**src/rtl/inst_buffer_r10k_pkg.sv**
```systemverilog
// inst_buffer_r10k shared definitions: widths, RV32 opcodes, field
// positions and the dispatch packet handed to the R10K back end.
package inst_buffer_r10k_pkg;

  localparam int XLEN      = 32;
  localparam int N_WAY_DEF = 2;

  localparam int OPC_LSB = 0;
  localparam int OPC_MSB = 6;
  localparam int RD_LSB  = 7;
  localparam int RD_MSB  = 11;
  localparam int RS1_LSB = 15;
  localparam int RS1_MSB = 19;
  localparam int RS2_LSB = 20;
  localparam int RS2_MSB = 24;

  localparam logic [6:0] OPC_OP     = 7'b0110011;
  localparam logic [6:0] OPC_OP_IMM = 7'b0010011;
  localparam logic [6:0] OPC_LOAD   = 7'b0000011;
  localparam logic [6:0] OPC_STORE  = 7'b0100011;
  localparam logic [6:0] OPC_BRANCH = 7'b1100011;
  localparam logic [6:0] OPC_JAL    = 7'b1101111;
  localparam logic [6:0] OPC_JALR   = 7'b1100111;
  localparam logic [6:0] OPC_LUI    = 7'b0110111;
  localparam logic [6:0] OPC_AUIPC  = 7'b0010111;

  typedef struct packed {
    logic            valid;
    logic [31:0]     inst;
    logic [XLEN-1:0] pc;
    logic [XLEN-1:0] npc;
    logic [4:0]      src1;
    logic [4:0]      src2;
    logic [4:0]      dest;
  } DISPATCH_PACKET_R10K;

endpackage

```
**src/rtl/inst_buffer_r10k_if.sv**
```systemverilog
// Fetch/dispatch bus of the instruction buffer.
// master: fetch + back end side; slave: the buffer itself.
interface inst_buffer_r10k_if
  import inst_buffer_r10k_pkg::*;
#(
  parameter int N_WAY = N_WAY_DEF,
  parameter int DEPTH = 8
) ();

  logic [N_WAY-1:0]                 if_valid;
  logic [N_WAY-1:0][31:0]           if_inst;
  logic [N_WAY-1:0][XLEN-1:0]       if_pc;
  logic [N_WAY-1:0][XLEN-1:0]       if_npc;
  logic                             if_ready;
  logic [N_WAY-1:0]                 dispatched;
  logic                             branch_haz;
  DISPATCH_PACKET_R10K [N_WAY-1:0]  dispatch_packet;
  logic [N_WAY-1:0]                 branch_inst;
  logic [$clog2(DEPTH):0]           buf_count;

  modport master (
    output if_valid, if_inst, if_pc, if_npc,
    output dispatched, branch_haz,
    input  if_ready, dispatch_packet,
    input  branch_inst, buf_count
  );

  modport slave (
    input  if_valid, if_inst, if_pc, if_npc,
    input  dispatched, branch_haz,
    output if_ready, dispatch_packet,
    output branch_inst, buf_count
  );

endinterface

```
**src/rtl/inst_buffer_r10k_dispatch_decode.sv**
```systemverilog
// Per-lane pre-decode: inst_i -> src1_o/src2_o/dest_o register
// indices and is_branch_o (BRANCH, JAL, JALR).
module inst_buffer_r10k_dispatch_decode
  import inst_buffer_r10k_pkg::*;
(
  input  logic [31:0] inst_i,
  output logic [4:0]  src1_o,
  output logic [4:0]  src2_o,
  output logic [4:0]  dest_o,
  output logic        is_branch_o
);

  logic [6:0] op;
  assign op = inst_i[OPC_MSB:OPC_LSB];

  always_comb begin
    src1_o      = inst_i[RS1_MSB:RS1_LSB];
    src2_o      = '0;
    dest_o      = inst_i[RD_MSB:RD_LSB];
    is_branch_o = 1'b0;
    case (op)
      OPC_LUI, OPC_AUIPC: src1_o = '0;
      OPC_JAL: begin
        src1_o      = '0;
        is_branch_o = 1'b1;
      end
      OPC_JALR: is_branch_o = 1'b1;
      OPC_OP: src2_o = inst_i[RS2_MSB:RS2_LSB];
      OPC_BRANCH: begin
        src2_o      = inst_i[RS2_MSB:RS2_LSB];
        dest_o      = '0;
        is_branch_o = 1'b1;
      end
      OPC_STORE: begin
        src2_o = inst_i[RS2_MSB:RS2_LSB];
        dest_o = '0;
      end
      default: ;
    endcase
  end

endmodule

```
**src/rtl/inst_buffer_r10k.sv**
```systemverilog
// Circular instruction queue between fetch and the R10K dispatch stage.
// Ports: clock, reset (async, active-high), bus (slave: fetch in, dispatch out).
module inst_buffer_r10k
  import inst_buffer_r10k_pkg::*;
#(
  parameter int N_WAY = N_WAY_DEF,
  parameter int DEPTH = 8
) (
  input  logic               clock,
  input  logic               reset,
  inst_buffer_r10k_if.slave  bus
);

  localparam int PW = $clog2(DEPTH);
  localparam int CW = PW + 1;

  logic [DEPTH-1:0][31:0]     inst_q;
  logic [DEPTH-1:0][XLEN-1:0] pc_q;
  logic [DEPTH-1:0][XLEN-1:0] npc_q;

  logic [PW-1:0] head_q, head_d;
  logic [PW-1:0] tail_q, tail_d;
  logic [CW-1:0] count_q, count_d;
  logic [CW-1:0] push_n, pop_n;
  logic          ready;
  logic          run;

  logic [N_WAY-1:0]         lane_v;
  logic [N_WAY-1:0][PW-1:0] lane_idx;
  logic [N_WAY-1:0][4:0]    src1_w, src2_w, dest_w;
  logic [N_WAY-1:0]         br_w;

  // Free space from the registered count only; a same-cycle pop
  // cannot open room for this cycle's group.
  assign ready = (CW'(DEPTH) - count_q) >= CW'(N_WAY);

  always_comb begin
    for (int i = 0; i < N_WAY; i++) begin
      lane_idx[i] = head_q + PW'(i);
      lane_v[i]   = CW'(i) < count_q;
    end
  end

  always_comb begin
    push_n = '0;
    pop_n  = '0;
    run    = 1'b1;
    if (ready) begin
      for (int i = 0; i < N_WAY; i++) begin
        if (bus.if_valid[i]) push_n = push_n + CW'(1);
      end
    end
    // Only the unbroken run of accepted lanes from lane 0 leaves.
    for (int i = 0; i < N_WAY; i++) begin
      if (run && bus.dispatched[i] && lane_v[i]) begin
        pop_n = pop_n + CW'(1);
      end else begin
        run = 1'b0;
      end
    end
    head_d  = head_q + PW'(pop_n);
    tail_d  = tail_q + PW'(push_n);
    count_d = count_q + push_n - pop_n;
    if (bus.branch_haz) begin
      head_d  = '0;
      tail_d  = '0;
      count_d = '0;
    end
  end

  always_ff @(posedge clock or posedge reset) begin
    if (reset) begin
      head_q  <= '0;
      tail_q  <= '0;
      count_q <= '0;
    end else begin
      head_q  <= head_d;
      tail_q  <= tail_d;
      count_q <= count_d;
    end
  end

  always_ff @(posedge clock) begin
    for (int i = 0; i < N_WAY; i++) begin
      if (CW'(i) < push_n) begin
        inst_q[tail_q + PW'(i)] <= bus.if_inst[i];
        pc_q[tail_q + PW'(i)]   <= bus.if_pc[i];
        npc_q[tail_q + PW'(i)]  <= bus.if_npc[i];
      end
    end
  end

  for (genvar g = 0; g < N_WAY; g++) begin : g_lane
    inst_buffer_r10k_dispatch_decode u_dec (
      .inst_i      (inst_q[lane_idx[g]]),
      .src1_o      (src1_w[g]),
      .src2_o      (src2_w[g]),
      .dest_o      (dest_w[g]),
      .is_branch_o (br_w[g])
    );
  end

  always_comb begin
    for (int i = 0; i < N_WAY; i++) begin
      bus.dispatch_packet[i].valid = lane_v[i];
      bus.dispatch_packet[i].inst  = inst_q[lane_idx[i]];
      bus.dispatch_packet[i].pc    = pc_q[lane_idx[i]];
      bus.dispatch_packet[i].npc   = npc_q[lane_idx[i]];
      bus.dispatch_packet[i].src1  = src1_w[i];
      bus.dispatch_packet[i].src2  = src2_w[i];
      bus.dispatch_packet[i].dest  = dest_w[i];
      bus.branch_inst[i]           = lane_v[i] & br_w[i];
    end
  end

  assign bus.if_ready  = ready;
  assign bus.buf_count = count_q;

endmodule

```
**src/flat_wrapper.sv**
```systemverilog
// flat-port wrapper written by rule: the top's interface ports become plain ports
module inst_buffer_r10k_flat import inst_buffer_r10k_pkg::*;
#(
  parameter int N_WAY = N_WAY_DEF,
  parameter int DEPTH = 8
)
  (clock, reset, bus_if_valid, bus_if_inst, bus_if_pc, bus_if_npc, bus_dispatched, bus_branch_haz, bus_if_ready, bus_dispatch_packet, bus_branch_inst, bus_buf_count);
  inst_buffer_r10k_if #(.N_WAY(N_WAY), .DEPTH(DEPTH)) bus_i ();
  input  logic clock;
  input  logic reset;
  input wire logic [$bits(bus_i.if_valid)-1:0] bus_if_valid;
  input wire logic [$bits(bus_i.if_inst)-1:0] bus_if_inst;
  input wire logic [$bits(bus_i.if_pc)-1:0] bus_if_pc;
  input wire logic [$bits(bus_i.if_npc)-1:0] bus_if_npc;
  input wire logic [$bits(bus_i.dispatched)-1:0] bus_dispatched;
  input wire logic [$bits(bus_i.branch_haz)-1:0] bus_branch_haz;
  output wire logic [$bits(bus_i.if_ready)-1:0] bus_if_ready;
  output wire logic [$bits(bus_i.dispatch_packet)-1:0] bus_dispatch_packet;
  output wire logic [$bits(bus_i.branch_inst)-1:0] bus_branch_inst;
  output wire logic [$bits(bus_i.buf_count)-1:0] bus_buf_count;
  assign bus_i.if_valid = bus_if_valid;
  assign bus_i.if_inst = bus_if_inst;
  assign bus_i.if_pc = bus_if_pc;
  assign bus_i.if_npc = bus_if_npc;
  assign bus_i.dispatched = bus_dispatched;
  assign bus_i.branch_haz = bus_branch_haz;
  assign bus_if_ready = bus_i.if_ready;
  assign bus_dispatch_packet = bus_i.dispatch_packet;
  assign bus_branch_inst = bus_i.branch_inst;
  assign bus_buf_count = bus_i.buf_count;
  inst_buffer_r10k #(.N_WAY(N_WAY), .DEPTH(DEPTH)) u_core (.clock(clock), .reset(reset), .bus(bus_i));
endmodule
```
**config.mk**
```make
export PLATFORM = sky130hd
export DESIGN_NAME = inst_buffer_r10k_flat
export DESIGN_NICKNAME = d
export VERILOG_FILES = /design/src/rtl/inst_buffer_r10k_pkg.sv /design/src/rtl/inst_buffer_r10k_if.sv /design/src/rtl/inst_buffer_r10k_dispatch_decode.sv /design/src/rtl/inst_buffer_r10k.sv /design/src/flat_wrapper.sv
export SDC_FILE = /design/constraint.sdc
export NUM_CORES = 2
export LEC_CHECK = 0
export CAP_MARGIN = 10
export CORE_MARGIN = 2
export CORE_UTILIZATION = 55
export DETAILED_ROUTE_END_ITERATION = 7
export PLACE_DENSITY_LB_ADDON = 0.2
export SKIP_CTS_REPAIR_TIMING = 1
export SLEW_MARGIN = 20
export SYNTH_ARGS = -nofsm -noshare
export SYNTH_HDL_FRONTEND = slang
export SYNTH_SLANG_ARGS = --single-unit
```
**constraint.sdc**
```tcl
create_clock -name clock -period 5.7 [get_ports clock]
set_clock_uncertainty 0.1 [all_clocks]
set_input_delay 1.14 -clock clock [delete_from_list [all_inputs] [get_ports clock]]
set_output_delay 1.14 -clock clock [all_outputs]
set_load 0.005 [all_outputs]
```
==> impl_metrics.tcl <==
set metrics [dict create \
    status "completed" \
    rsz0062_at_grt "false" \
    grt_pass1_vias 41050 \
    clockPowerShare 0.170 \
    hp-class "register to register" \
    power_density_mw_per_mm2 708.0 \
    fin_crit_sh 0.9713 \
    grt-ovfl-total 0 \
    hold_violations 0 \
    ir_drop_mv 0.4466 \
    initial_core_util 0.5528 \
    ys.flop_type "dfxtp_1" \
    drc_errors 0 \
    tightestPinTransition_ns 1.117 \
    fin_tns_setup_ns 0 \
    cts_root_buf "clkbuf_16" \
    clock-sinks 778 \
    place.gp.congestion 0.8490 \
    die_h_um 287.6 \
    cts_max_level 3 \
    hp-start "u_core.inst_q[90]" \
    fin_ws_ns 0.1637 \
    clock_latency_ns 0.65 \
    drive_above_1_share 0.1172 \
    p_sw_uw 14080 \
    drt_wl_total_um 164200 \
    port_buffers 429 \
    synth_cell_types 46 \
    synth-edff-count 0 \
    ys_seq_elements 778 \
    syn2layout_area_growth_pct 15.24 \
    setup-violations-final 0 \
    cp-start-kind "register" \
    synth.yosys.warnings 0 \
    drv_cap 0 \
    endpoint_kind "output port" \
    detailedPlace.worstSlack_ns 0.9591 \
    cts_buffers 87 \
    syn_area_mm2 0.04424 \
    sw_frac_of_total 0.3901 \
    synth.area.top_cells "dfxtp_1 (35%), mux4_2 (19%), nand2_1 (18%)" \
    finalCriticalPeriod_ns 5.536 \
    final-max-slew-violation-count 0 \
    multi_input_area_mm2 0.02557 \
    dieArea_mm2 0.08271 \
    crit_type "register to output port" \
    ant_nets 0 \
    register_area_mm2 0.01564 \
    fillers 6686 \
    vias 43630 \
    drtPass1Iterations 8 \
    layout.nets 5776 \
    p_int_uw 22010 \
    syn_avg_cell_area_um2 7.873 \
    syn_nets 5835 \
    pin_count 430 \
    grt_pass1_wl_um 245300 \
    required_ns 4.46 \
    viasPerCell 6.504 \
    worstPathMaxFanout 33 \
    grt_max_degree 115 \
    dr.first_iter.drc_count 5595 \
    cts_tree "done" \
    synth_top_area_frac 0.3476 \
    yosys.area.top_type "dfxtp_1" \
    power_frac_comb 0.547 \
    grt_usage 0.3867 \
    path_clk_slew_ns 0.06 \
    fmax_ghz 0.1806 \
    critical_path.startpoint "u_core.head_q[1]" \
    row_count 104 \
    p_leak_uw 0.02027 \
    slew_headroom 0.2556 \
    wl_per_cell_um 24.48 \
    antenna_found_initial 27 \
    syn-instance-count 5619 \
    ys_seq_area_frac 0.3532 \
    die_w_um 287.6 \
    arrival_ns 4.30 \
    dp_hpwl_um 91740 \
    p_seq_frac 0.284 \
    cts.path.max_buffers 3 \
    fp.coreArea_mm2 0.08003 \
    async_flop_share 0.01285 \
    reg2reg_from "u_core.bus.buf_count[0]" \
]
synthesized netlist by cell type (2+ instances only):
master,number
clkbuf_2,3
nor2_1,777
or2_2,2
mux2_2,16
ha_1,14
dfxtp_1,768
nor3_1,2
nor4_1,4
a21oi_1,26
dfrtp_1,10
inv_1,15
xor2_1,3
buf_2,320
and4b_1,2
nand3_2,8
mux4_2,380
buf_6,3
nor2b_1,8
buf_1,67
nand2_2,3
nand3b_1,2
nand3_1,4
buf_4,68
nand4_1,2
and2_1,11
xnor2_1,7
o41a_1,6
and3_1,3
fa_1,3
a31oi_1,768
nor4_2,2
o211a_1,2
clkbuf_1,198
mux2i_1,5
inv_2,2
nand2_1,2095
cell families after synthesis:
logic type / synth area share
and+or+nand+nor: 0.2535
AOI/OAI and AO/OA: 0.1142
DFF: 0.3532
buffers and inverters: 0.07278
muxes: 0.1990
adders and majority gates: 0.005318
xor gates and xnor gates: 0.001980
metrics by stage:
step	area (um2)	hold WS, ns	util	total power [uW]	std cells
floorplan	44240	0.3463	-	21920	5619
global placement	47850	0.3599	0.5980	29010	6531
detailed placement	47850	0.3683	0.5980	29580	6531
CTS	50940	0.3831	0.6365	35720	6692
global route	50970	0.3981	0.6369	37910	6706
finish	50980	0.3818	0.6370	36090	6708
area by class of cell:
type,instances,share of cell area
multi-input combinational,4165,0.5015
sequential,778,0.3067
timing repair buffer,511,0.1032
clock buffer,127,0.05125
tap,1060,0.02602
clock inverter,34,0.009229
inverter,17,0.001301
antenna,16,0.0007854
sequential cells by signal (all words and copies together) (netlist names):
| name | cells |
|---|---|
| u_core.bus.buf_count | 4 |
| u_core.head_q | 3 |
| u_core.inst_q | 256 |
| u_core.npc_q | 256 |
| u_core.pc_q | 256 |
| u_core.tail_q | 3 |
cells in the final DEF (no fill, tap or decap), drive strengths merged, types with 5 or more instances in the layout:
master / count
nor2: 777
clkinv: 20
nor2b: 8
ha: 14
a21oi: 26
clkbuf: 127
bufinv: 11
mux2i: 5
diode: 16
and2: 11
inv: 19
mux4: 380
dfrtp: 10
nand2: 2098
clkdlybuf4s50: 429
nor4: 7
o41a: 6
nand3: 12
buf: 82
xnor2: 7
dfxtp: 768
a31oi: 768
mux2: 17
power groups by stage:
stage	clock, uW	combinational (uW)	sequential [uW]
2_1_floorplan	0	12400	9480
3_3_place_gp	0	19000	10000
3_5_place_dp	0	19400	10200
4_1_cts	6130	19500	10100
5_1_grt	6300	21100	10500
6_report	6130	19700	10200
worst max-delay path: stages, from the launching register on:
cell and delay (ns):
dfrtp_4 0.62, ha_4 0.68, mux2_2 0.39, mux4_2 0.55, nand2_1 0.09, nand4_1 0.46, a21oi_1 0.31, clkdlybuf4s50_1 0.53
worst paths after layout:
| path | end | slack [ns] | depth (start not counted) |
|---|---|---|---|
| max | bus_dispatch_packet[121] | 0.16 | 7 |
| max reg2reg | u_core.npc_q[64] | 1.52 | 9 |
| max in group asynchronous | u_core.head_q[2] | 4.43 | 2 |
| min in group asynchronous | u_core.tail_q[0] | 0.71 | 2 |
| min reg2reg | u_core.inst_q[90] | 0.38 | 2 |
| min | u_core.inst_q[90] | 0.38 | 2 |
layer usage:
metal / global-route usage / vias to the layer above / routed length (um)
li1: - / 19080 / -
met1: 0.5031 / 20820 / 59610
met2: 0.6063 / 3137 / 74340
met3: 0.08788 / 562 / 21870
met4: 0.1957 / 24 / 8256
met5: 0 / - / 158
Note: power is estimated with default switching activity, not from simulation.
